File: src/rtl/flex_fifo.sv
// Synchronous FIFO with registered-read or first-word-fall-through output,
// registered occupancy flags, sticky overflow/underflow and synchronous flush.
module flex_fifo #(
  parameter int WIDTH     = 32,
  parameter int DEPTH     = 8,
  parameter int FWFT      = 0,
  parameter int AFULL_TH  = DEPTH - 2,
  parameter int AEMPTY_TH = 2
) (
  input  logic                     clk,
  input  logic                     reset,
  input  logic                     we,
  input  logic [WIDTH-1:0]         din,
  input  logic                     re,
  input  logic                     flush,
  input  logic                     clear_err,
  output logic [WIDTH-1:0]         dout,
  output logic                     valid,
  output logic                     empty,
  output logic                     full,
  output logic                     almost_empty,
  output logic                     almost_full,
  output logic [$clog2(DEPTH):0]   count,
  output logic                     overflow,
  output logic                     underflow
);

  localparam int AW = $clog2(DEPTH);
  localparam int CW = AW + 1;
  localparam logic [CW-1:0] FULL_CNT = CW'(DEPTH);
  localparam logic [CW-1:0] AF_TH    = CW'(AFULL_TH);
  localparam logic [CW-1:0] AE_TH    = CW'(AEMPTY_TH);
  localparam bit IS_FWFT = (FWFT != 0);

  logic [WIDTH-1:0] mem_q [DEPTH];
  logic [AW-1:0]    wr_ptr_q, wr_ptr_d, rd_ptr_q, rd_ptr_d;
  logic [CW-1:0]    count_q, count_d;
  logic [WIDTH-1:0] dout_q, dout_d;
  logic             valid_q, valid_d;
  logic             empty_q, empty_d, full_q, full_d;
  logic             aempty_q, aempty_d, afull_q, afull_d;
  logic             ovf_q, ovf_d, unf_q, unf_d;
  logic             wr_acc, rd_acc;

  // Acceptance uses pre-edge flags, so a full FIFO takes only the read
  // and an empty FIFO takes only the write.
  always_comb begin
    wr_acc   = we & ~full_q & ~flush;
    rd_acc   = re & ~empty_q & ~flush;
    wr_ptr_d = wr_ptr_q;
    rd_ptr_d = rd_ptr_q;
    count_d  = count_q;
    dout_d   = dout_q;
    valid_d  = 1'b0;
    ovf_d    = ovf_q;
    unf_d    = unf_q;
    if (flush) begin
      wr_ptr_d = '0;
      rd_ptr_d = '0;
      count_d  = '0;
    end else begin
      if (wr_acc) wr_ptr_d = wr_ptr_q + AW'(1);
      if (rd_acc) begin
        rd_ptr_d = rd_ptr_q + AW'(1);
        dout_d   = mem_q[rd_ptr_q];
        valid_d  = 1'b1;
      end
      case ({wr_acc, rd_acc})
        2'b10:   count_d = count_q + CW'(1);
        2'b01:   count_d = count_q - CW'(1);
        default: count_d = count_q;
      endcase
      // A new error on the same edge as clear_err wins.
      ovf_d = (ovf_q & ~clear_err) | (we & full_q);
      unf_d = (unf_q & ~clear_err) | (re & empty_q);
    end
    empty_d  = (count_d == '0);
    full_d   = (count_d == FULL_CNT);
    aempty_d = (count_d <= AE_TH);
    afull_d  = (count_d >= AF_TH);
  end

  always_ff @(posedge clk or posedge reset) begin
    if (reset) begin
      wr_ptr_q <= '0;
      rd_ptr_q <= '0;
      count_q  <= '0;
      dout_q   <= '0;
      valid_q  <= 1'b0;
      empty_q  <= 1'b1;
      full_q   <= 1'b0;
      aempty_q <= 1'b1;
      afull_q  <= 1'b0;
      ovf_q    <= 1'b0;
      unf_q    <= 1'b0;
    end else begin
      wr_ptr_q <= wr_ptr_d;
      rd_ptr_q <= rd_ptr_d;
      count_q  <= count_d;
      dout_q   <= dout_d;
      valid_q  <= valid_d;
      empty_q  <= empty_d;
      full_q   <= full_d;
      aempty_q <= aempty_d;
      afull_q  <= afull_d;
      ovf_q    <= ovf_d;
      unf_q    <= unf_d;
    end
  end

  // Storage is deliberately not reset.
  always_ff @(posedge clk) begin
    if (wr_acc) mem_q[wr_ptr_q] <= din;
  end

  // In FWFT mode the head entry is shown directly; dout_q keeps the last
  // popped word so dout holds once the FIFO drains or is flushed.
  assign dout         = (IS_FWFT && !empty_q) ? mem_q[rd_ptr_q] : dout_q;
  assign valid        = IS_FWFT ? ~empty_q : valid_q;
  assign empty        = empty_q;
  assign full         = full_q;
  assign almost_empty = aempty_q;
  assign almost_full  = afull_q;
  assign count        = count_q;
  assign overflow     = ovf_q;
  assign underflow    = unf_q;

endmodule

File: config.mk
export PLATFORM = sky130hd
export DESIGN_NAME = flex_fifo
export DESIGN_NICKNAME = d
export VERILOG_FILES = /design/src/rtl/flex_fifo.sv
export SDC_FILE = /design/constraint.sdc
export NUM_CORES = 1
export LEC_CHECK = 0
export ABC_AREA = 0
export CAP_MARGIN = 20
export CELL_PAD_IN_SITES_DETAIL_PLACEMENT = 0
export CELL_PAD_IN_SITES_GLOBAL_PLACEMENT = 1
export CORE_ASPECT_RATIO = 1.2
export CORE_MARGIN = 1.5
export CORE_UTILIZATION = 40
export CTS_CLUSTER_SIZE = 14
export DETAILED_ROUTE_END_ITERATION = 8
export PLACE_DENSITY_LB_ADDON = 0.1
export SLEW_MARGIN = 20
export SYNTH_ARGS = -nofsm -noshare
export SYNTH_HDL_FRONTEND = slang
export SYNTH_SLANG_ARGS = --single-unit
File: constraint.sdc
create_clock -name clk -period 6.98 [get_ports clk]
set_clock_uncertainty 0.15 [all_clocks]
set_input_delay 1.396 -clock clk [delete_from_list [all_inputs] [get_ports clk]]
set_output_delay 1.396 -clock clk [all_outputs]
set_load 0.02 [all_outputs]
* Word level (Yosys, flattened, before mapping)
Memory sizes are Yosys's and may differ from the RTL's. A register that Yosys moved wholly into a read port is not among the register bits.
Cells that the tools add are included.
** Operators by class
- Add/sub/neg operators :: 4
- $lt $le $gt $ge :: 2
- Eq/ne operators :: 3
- Muxes and demuxes :: 10
- Bitwise logic cells :: 14
- Reduce and logical (&&, ||, !) cells :: 4
** Operators with widths (number)
- $mux 3 :: 4
- $and 1x1->1 :: 8
- $pmux 4 s2 :: 1
- $add 3x1->3 const B :: 2
- $add 4x1->4 const B :: 1
- $eq 4x4->1 const B :: 1
- $ge 4x3->1 const B :: 1
- $le 4x2->1 const B :: 1
- $logic_not 4->1 :: 1
- $mux 1 :: 4
- $mux 4 :: 1
- $not 1->1 :: 4
- $reduce_bool 2->1 :: 2
- $sub 4x1->4 const B :: 1
- $eq 2x1->1 const B :: 1
- $eq 2x2->1 const B :: 1
- $or 1x1->1 :: 2
- $reduce_and 2->1 :: 1
** Storage, ports and cells
- Bits in registers :: 17
- Memory bits (writable) :: 256
- Input bits :: 38
- Output and inout port bits :: 43
- Memories :: 1
** Memories
- mem_q :: depth 8, width 32, rd ports 1, clocked after Yosys merged registers in 1, write ports 1, RTL line 35 : logic [WIDTH-1:0] mem_q [DEPTH];

* Longest topological paths before layout
Gate-level depths: netlist of run 1.
- Depth after elaboration :: 7
- Depth in mapped cells :: 10
- Mapped depth without buffers :: 9

* Least setup slack after synthesis of run 1
OpenSTA, ideal clock, no wires.
- Kind :: input-to-reg
- Start :: input we
- End :: memory mem_q[0][0] (enable)
- Setup time :: 461 ps
- Arrival time :: 4360 ps
- Required time :: 6369 ps
- Slack :: 2009 ps
- Stages :: 4
- Cell sequence :: nor2b_1 -> nand2b_1 -> or2_2 -> nor3_1
** Between the ends
- Word-level cells in the longest chain between the ends :: 4
** Ends and longest elaborated chain
- start, declared :: RTL line 12 : input logic we,
- $and 1x1->1 (2 in series) :: RTL line 48 : wr_acc = we & ~full_q & ~flush;
- $mux 1 :: RTL line 113 : if (wr_acc) mem_q[wr_ptr_q] <= din;
- $mux 1 (implied by the code) :: RTL line 113
- end, declared :: RTL line 35
Every way passes these cells.

* Worst setup path after layout of run 1
- Start :: input flush
- End :: register full_q, in the netlist full
** Between the ends
- Word-level cells in the longest chain between the ends :: 6
** Ends and longest elaborated chain
- start, declared :: RTL line 15 : input logic flush,
- $not 1->1 :: RTL line 48, 49
- $and 1x1->1 (on tied branches) :: RTL line 49, 48
- $eq 2x1->1 / $eq 2x2->1 (equally long branches) :: RTL line 68 : case ({wr_acc, rd_acc})
- $pmux 4 s2 :: RTL line 68
- $mux 4 * :: RTL line 57 : if (flush) begin
- $eq 4x4->1 * :: RTL line 78 : full_d = (count_d == FULL_CNT);
- via full_d :: RTL line 40 : logic empty_q, empty_d, full_q, full_d;
- end signal, assigned :: RTL line 103 : full_q <= full_d;
- end, declared :: RTL line 40
Mark *: on every way through the listed nets, which the timed path passes. The rest lies on a longest branch.
A chain may end at the register's enable or synchronous reset.

==> results of run 1 <==
metrics by stage:
stage / power [mW] / setup slack (ns) / hold slack, ns
6_report: 4.32 / 3.13 / 0.335
5_1_grt: 4.50 / 2.92 / 0.378
4_1_cts: 4.38 / 3.09 / 0.345
3_5_place_dp: 2.80 / 2.51 / 0.331
3_3_place_gp: 2.78 / 2.51 / 0.325
2_1_floorplan: 2.51 / 2.01 / 0.396
registers in the layout (all words and copies together), names as in the netlist:
| register | cells |
|---|---|
| mem_q | 256 |
| dout | 32 |
| count | 4 |
| rd_ptr_q | 3 |
| wr_ptr_q | 3 |
| almost_empty | 1 |
| almost_full | 1 |
| empty | 1 |
| full | 1 |
| overflow | 1 |
| underflow | 1 |
| valid | 1 |
where the power goes:
group          switching, mW  internal [mW]
Clock                  0.650          0.926
Sequential            0.0696           2.09
Combinational          0.293          0.292
per-layer routing:
layer  up-vias  track usage  part of all wire
li1       2484            -                 -
met1      2854        0.198              0.44
met2        92        0.258              0.50
met3        34       0.0233             0.035
met4         0       0.0425             0.022
met5         -            0                 0
path summary, 6_finish.rpt:
check	endpoint	slack (ns)	cells after the start
worst max-delay path	full$_DFF_PP0_	3.13	9
worst min-delay path	overflow$_DFFE_PP0N_	0.33	2
worst max register to register	dout[5]$_DFFE_PP0P_	4.07	4
worst min register to register	overflow$_DFFE_PP0N_	0.33	2
max in group asynchronous	rd_ptr_q[0]$_DFFE_PP0P_	4.93	3
min in group asynchronous	rd_ptr_q[2]$_DFFE_PP0P_	1.23	3
Yosys cell counts, drive strengths merged (2+ instances only):
library cell,n
nand2b,4
nand3b,2
nand2,7
o21ai,2
xnor2,3
nand3,2
dfstp,2
inv,5
ha,5
clkbuf,7
nor3,2
edfxtp,256
a21oi,34
nor2b,5
xor2,4
nor2,49
dfrtp,47
mux2i,36
buf,23
mux4,64
or2,2
area by class of cell:
cell class | instances | area [sq um] | area share
Timing Repair Buffer | 95 | 1030 | 0.0730
Tap cell | 385 | 482 | 0.0343
Multi-Input combinational cell | 234 | 2630 | 0.187
Clock inverter | 11 | 110 | 0.00784
Clock buffer | 47 | 866 | 0.0616
Inverter | 5 | 18.8 | 0.00134
Sequential cell | 305 | 8920 | 0.635
logic make-up after synthesis:
logic type                 after synthesis  synth area share
and+or+nand+nor                         77            0.0301
buffers and inverters                   35            0.0137
muxes                                  100             0.155
xor gates and xnor gates                 7           0.00527
AOI/OAI and AO/OA                       45            0.0248
DFF                                    305             0.766
adders and majority gates                5           0.00537
worst min-delay path, delay by kind of cell, from the launching register on:
family,cells,cell delay (ns)
AND/OR/NAND/NOR,1,0.05
AO/OA/AOI/OAI,1,0.06
flip-flops,1,0.34
==> impl_metrics.tcl, run 1 <==
set metrics [dict create \
    synth_ff_type "edfxtp_1" \
    port-buffer-count 80 \
    cts_tree "done" \
    diodes 0 \
    crit_top_cell "ha_1" \
    root_buffer "clkbuf_16" \
    timing.fmax_mhz 259 \
    hold_class "reg -> reg" \
    cts_setup_buffers 0 \
    arrival_ns 4.15 \
    clkLatencyLatePin_ns 0.55 \
    drcViolationCount 0 \
    grt_max_degree 67 \
    layout_commonest_cell "edfxtp_1" \
    hp-start "overflow$_DFFE_PP0N_" \
    placed_area_sq_um 13000 \
    fin_setup_tns_ns 0 \
    overflow 0 \
    peakVddDrop_mv 0.184 \
    cap_violations 0 \
    final_layout_size_suffix_gt1_frac 0.208 \
    post_synth.cell_area_avg_sq_um 20.3 \
    drtIter0Drc 319 \
    seq_area_frac_synth 0.766 \
    synth.distinct_cells 38 \
    grt_pass1_wl_um 34500 \
    nets 715 \
    crit_family "buffers and inverters" \
    critPathLaunchType "input port" \
    hold_viol_final 0 \
    final_util 0.490 \
    finalWeightedCongestion 0.681 \
    netlist_instances 574 \
    ys_ff_latch 305 \
    grt_usage 0.150 \
    async_reset_ff_frac 0.161 \
    cts_resized 0 \
    ys_top_cells_by_area "edfxtp_1, mux4_2, dfrtp_1" \
    rsz0062_at_grt "false" \
    slew_headroom 0.326 \
    synth_top_cell_by_area "edfxtp_1" \
    final_cell_mix "edfxtp_1, clkdlybuf4s50_1, mux4_2" \
    synth_edf_count 256 \
    die_y_um 190 \
    start_util 0.406 \
    dieArea_sq_um 30100 \
    num_vias 5464 \
    die_w_um 159 \
    worstSetupStartpoint "flush" \
    synth_top_area_frac 0.660 \
    critPathBufInv 1 \
    grt_pass1_vias 5981 \
    ios 81 \
    numCtsBuffers 31 \
    syn2layout_area_growth_pct 20.7 \
    finalMaxSlewViolations 0 \
    power_density_nw_per_um2 308 \
    cts_sinks 305 \
    rows 68 \
    dp.cells 1021 \
    leakage_nw 4.52 \
    htreeDepth 1 \
    antenna_found_initial 0 \
    r2r-start "rd_ptr_q[0]$_DFFE_PP0P_" \
    wl_per_cell_um 20.2 \
    required_ns 7.27 \
    stdcell_count 1082 \
    fin_area_sq_um 14100 \
    setup_viol 0 \
    tightest_slew_ns 1.01 \
    syn-num-nets 617 \
    critPathKind "in -> reg" \
    syn_area_sq_um 11600 \
    yosysWarnings 0 \
    avgViaCountPerCell 5.05 \
    cts_buffer_depth 3 \
    slowest_stage "clkdlybuf4s50_1" \
    status "finished clean" \
    num-fill-cells 2401 \
    postRouteAntennaNets 0 \
    path_clk_slew_ns 0.06 \
    finalCritPeriodShare 0.552 \
    firstDrtPassIters 4 \
    cts_hold_buf 0 \
    coreArea_sq_um 28700 \
    crit_chain "clkdlybuf4s50_1 > nand2b_1 > ha_1 > xor2_1 > ha_1 > a21oi_1 > mux2i_1 > xnor2_1 > nor4bb_1" \
    cp_slowest_stage_delay_ns 0.81 \
    drt-total-wl_um 21900 \
    dp_hpwl_um 12800 \
    min_period_ns 3.85 \
    cp-end-kind "flip-flop" \
    crit_fanout 21 \
]
Note: power is estimated with default switching activity, not from simulation.
==> run 2, diff against run 1 <==
- clock period: 6.98 -> 3.7 ns (I/O delays scaled with it)
==> run 2 against run 1 <==
Global-route usage up 1.1 points. Final area is 0.40% higher. Final cell count is 0.74% higher. Non-clock buffer count increased by 9. Via count grew 2.4%. Highest routed layer unchanged.
==> impl_metrics.tcl, run 2 (same netlist as run 1, synthesis figures left out) <==
set metrics [dict create \
    status "finished clean" \
    slew_headroom 0.482 \
    finalCritPeriodShare 0.771 \
    nets 724 \
    start_util 0.406 \
    final_util 0.492 \
    hold_viol_final 0 \
    rsz0062_at_grt "false" \
    overflow 0 \
    drcViolationCount 0 \
    layout_commonest_cell "edfxtp_1" \
    fin_setup_tns_ns 0 \
    required_ns 3.99 \
    largest_register_ffs 256 \
    min_period_ns 2.85 \
    crit_chain "clkdlybuf4s50_1 > nor2b_1 > nand2b_1 > ha_1 > xor2_1 > ha_1 > a21oi_1 > mux2i_1 > xnor2_1 > nor4bb_1" \
    clkLatencyLatePin_ns 0.55 \
    cap_violations 0 \
    multi_input_area_sq_um 2640 \
    critPathKind "in -> reg" \
    timing.fmax_mhz 350 \
    postRouteAntennaNets 0 \
    final_layout_size_suffix_gt1_frac 0.216 \
    cts_resized 0 \
    grt_usage 0.161 \
    syn2layout_area_growth_pct 21.2 \
    crit_fanout 8 \
    grt_pass1_wl_um 36700 \
    peakVddDrop_mv 0.397 \
    crit_family "simple AND/OR/NAND/NOR gates" \
    placed_area_sq_um 13200 \
    firstDrtPassIters 4 \
    finalMaxSlewViolations 0 \
    met1Wirelength_um 10200 \
    final_cell_mix "edfxtp_1, clkdlybuf4s50_1, mux4_2" \
    final.setup.worst_slack_ns 0.846 \
    avgViaCountPerCell 5.13 \
    pre_cts_ws_ns 0.302 \
    num_vias 5594 \
    die_w_um 159 \
    wl_per_cell_um 21.6 \
    arrival_ns 3.14 \
    diodes 0 \
    grt_max_degree 37 \
    wl_met3_um 906 \
    path_clk_slew_ns 0.06 \
    fin_area_sq_um 14100 \
    drt-total-wl_um 23600 \
    grt_pass1_vias 6119 \
    critPathLaunchType "input port" \
    num-fill-cells 2391 \
    port-buffer-count 80 \
    dp_hpwl_um 13100 \
    cp_slowest_stage_delay_ns 0.47 \
    setup_viol 0 \
    tightest_slew_ns 0.777 \
    cts_hold_buf 0 \
    leakage_nw 4.53 \
    crit_top_cell "ha_1" \
    highest_layer "met4" \
    dieArea_sq_um 30100 \
    cts_sinks 305 \
    cp-end-kind "flip-flop" \
    rows 68 \
    finalWeightedCongestion 0.726 \
    wl_met2_um 12100 \
    power_density_nw_per_um2 574 \
    coreArea_sq_um 28700 \
    die_y_um 190 \
    cts_setup_buffers 0 \
    regArea_sq_um 8920 \
    root_buffer "clkbuf_16" \
    ios 81 \
    slowest_stage "clkdlybuf4s50_1" \
    cts_buffer_depth 3 \
    drtIter0Drc 295 \
    hold_class "reg -> reg" \
    numCtsBuffers 31 \
    htreeDepth 1 \
    total_power_mw 8.10 \
    largest-register "mem_q" \
    antenna_found_initial 0 \
    cts_tree "done" \
    critPathBufInv 1 \
]
-- run 2: cell count changes in the layout (fill, tap and decap cells not counted), sizes merged --
cell | previous run | this run
bufinv | 2 | 1
buf | 15 | 24
clkbuf | 47 | 42
clkinv | 7 | 12
-- run 2: area by class of cell --
cell class                 instances  area share
clock buffer                      42      0.0593
clock inverter                    15     0.00727
inverter                           5     0.00133
multi-input combinational        234       0.187
sequential                       305       0.632
tap                              385      0.0341
timing repair buffer             104      0.0784
-- run 2: metrics by stage --
| stage | std cells | hold slack (ns) |
|---|---|---|
| finish | 1090 | 0.333 |
| floorplan | 574 | 0.396 |
| detailed placement | 1033 | 0.331 |
| CTS | 1090 | 0.345 |
| global placement | 1033 | 0.326 |
| global route | 1090 | 0.392 |
-- run 2: power breakdown --
part,total (mW),leakage [nW],internal [mW],switching [mW]
registers,4.07,2.89,3.95,0.129
clock network,2.90,0.459,1.65,1.26
logic,1.13,1.19,0.565,0.562
total,8.10,4.53,6.16,1.95
-- run 2: path summary, 6_finish.rpt --
path,from,to,cells after the start,slack [ns]
max,we,full$_DFF_PP0_,10,0.85
min,overflow$_DFFE_PP0N_,overflow$_DFFE_PP0N_,2,0.33
max reg2reg,empty$_DFF_PP1_,full$_DFF_PP0_,9,1.09
min reg2reg,overflow$_DFFE_PP0N_,overflow$_DFFE_PP0N_,2,0.33
max in group asynchronous,reset,almost_empty$_DFF_PP1_,3,2.28
min in group asynchronous,reset,dout[20]$_DFFE_PP0P_,2,0.47
-- run 2: worst reg2reg max path: cells and delay by family (launching register included) --
family                   cells  cell delay (ns)
AO/OA/AOI/OAI                1             0.16
XOR/XNOR                     2             0.43
adder cells (fa/ha/maj)      2             0.48
flip-flops                   1             0.55
multiplexers                 1             0.23
AND/OR/NAND/NOR              3             0.49
-- run 2: routing by layer --
layer,global-route usage,up-vias
met5,0,-
met4,0.0363,0
met3,0.0277,22
met2,0.283,113
met1,0.209,2947
li1,-,2512
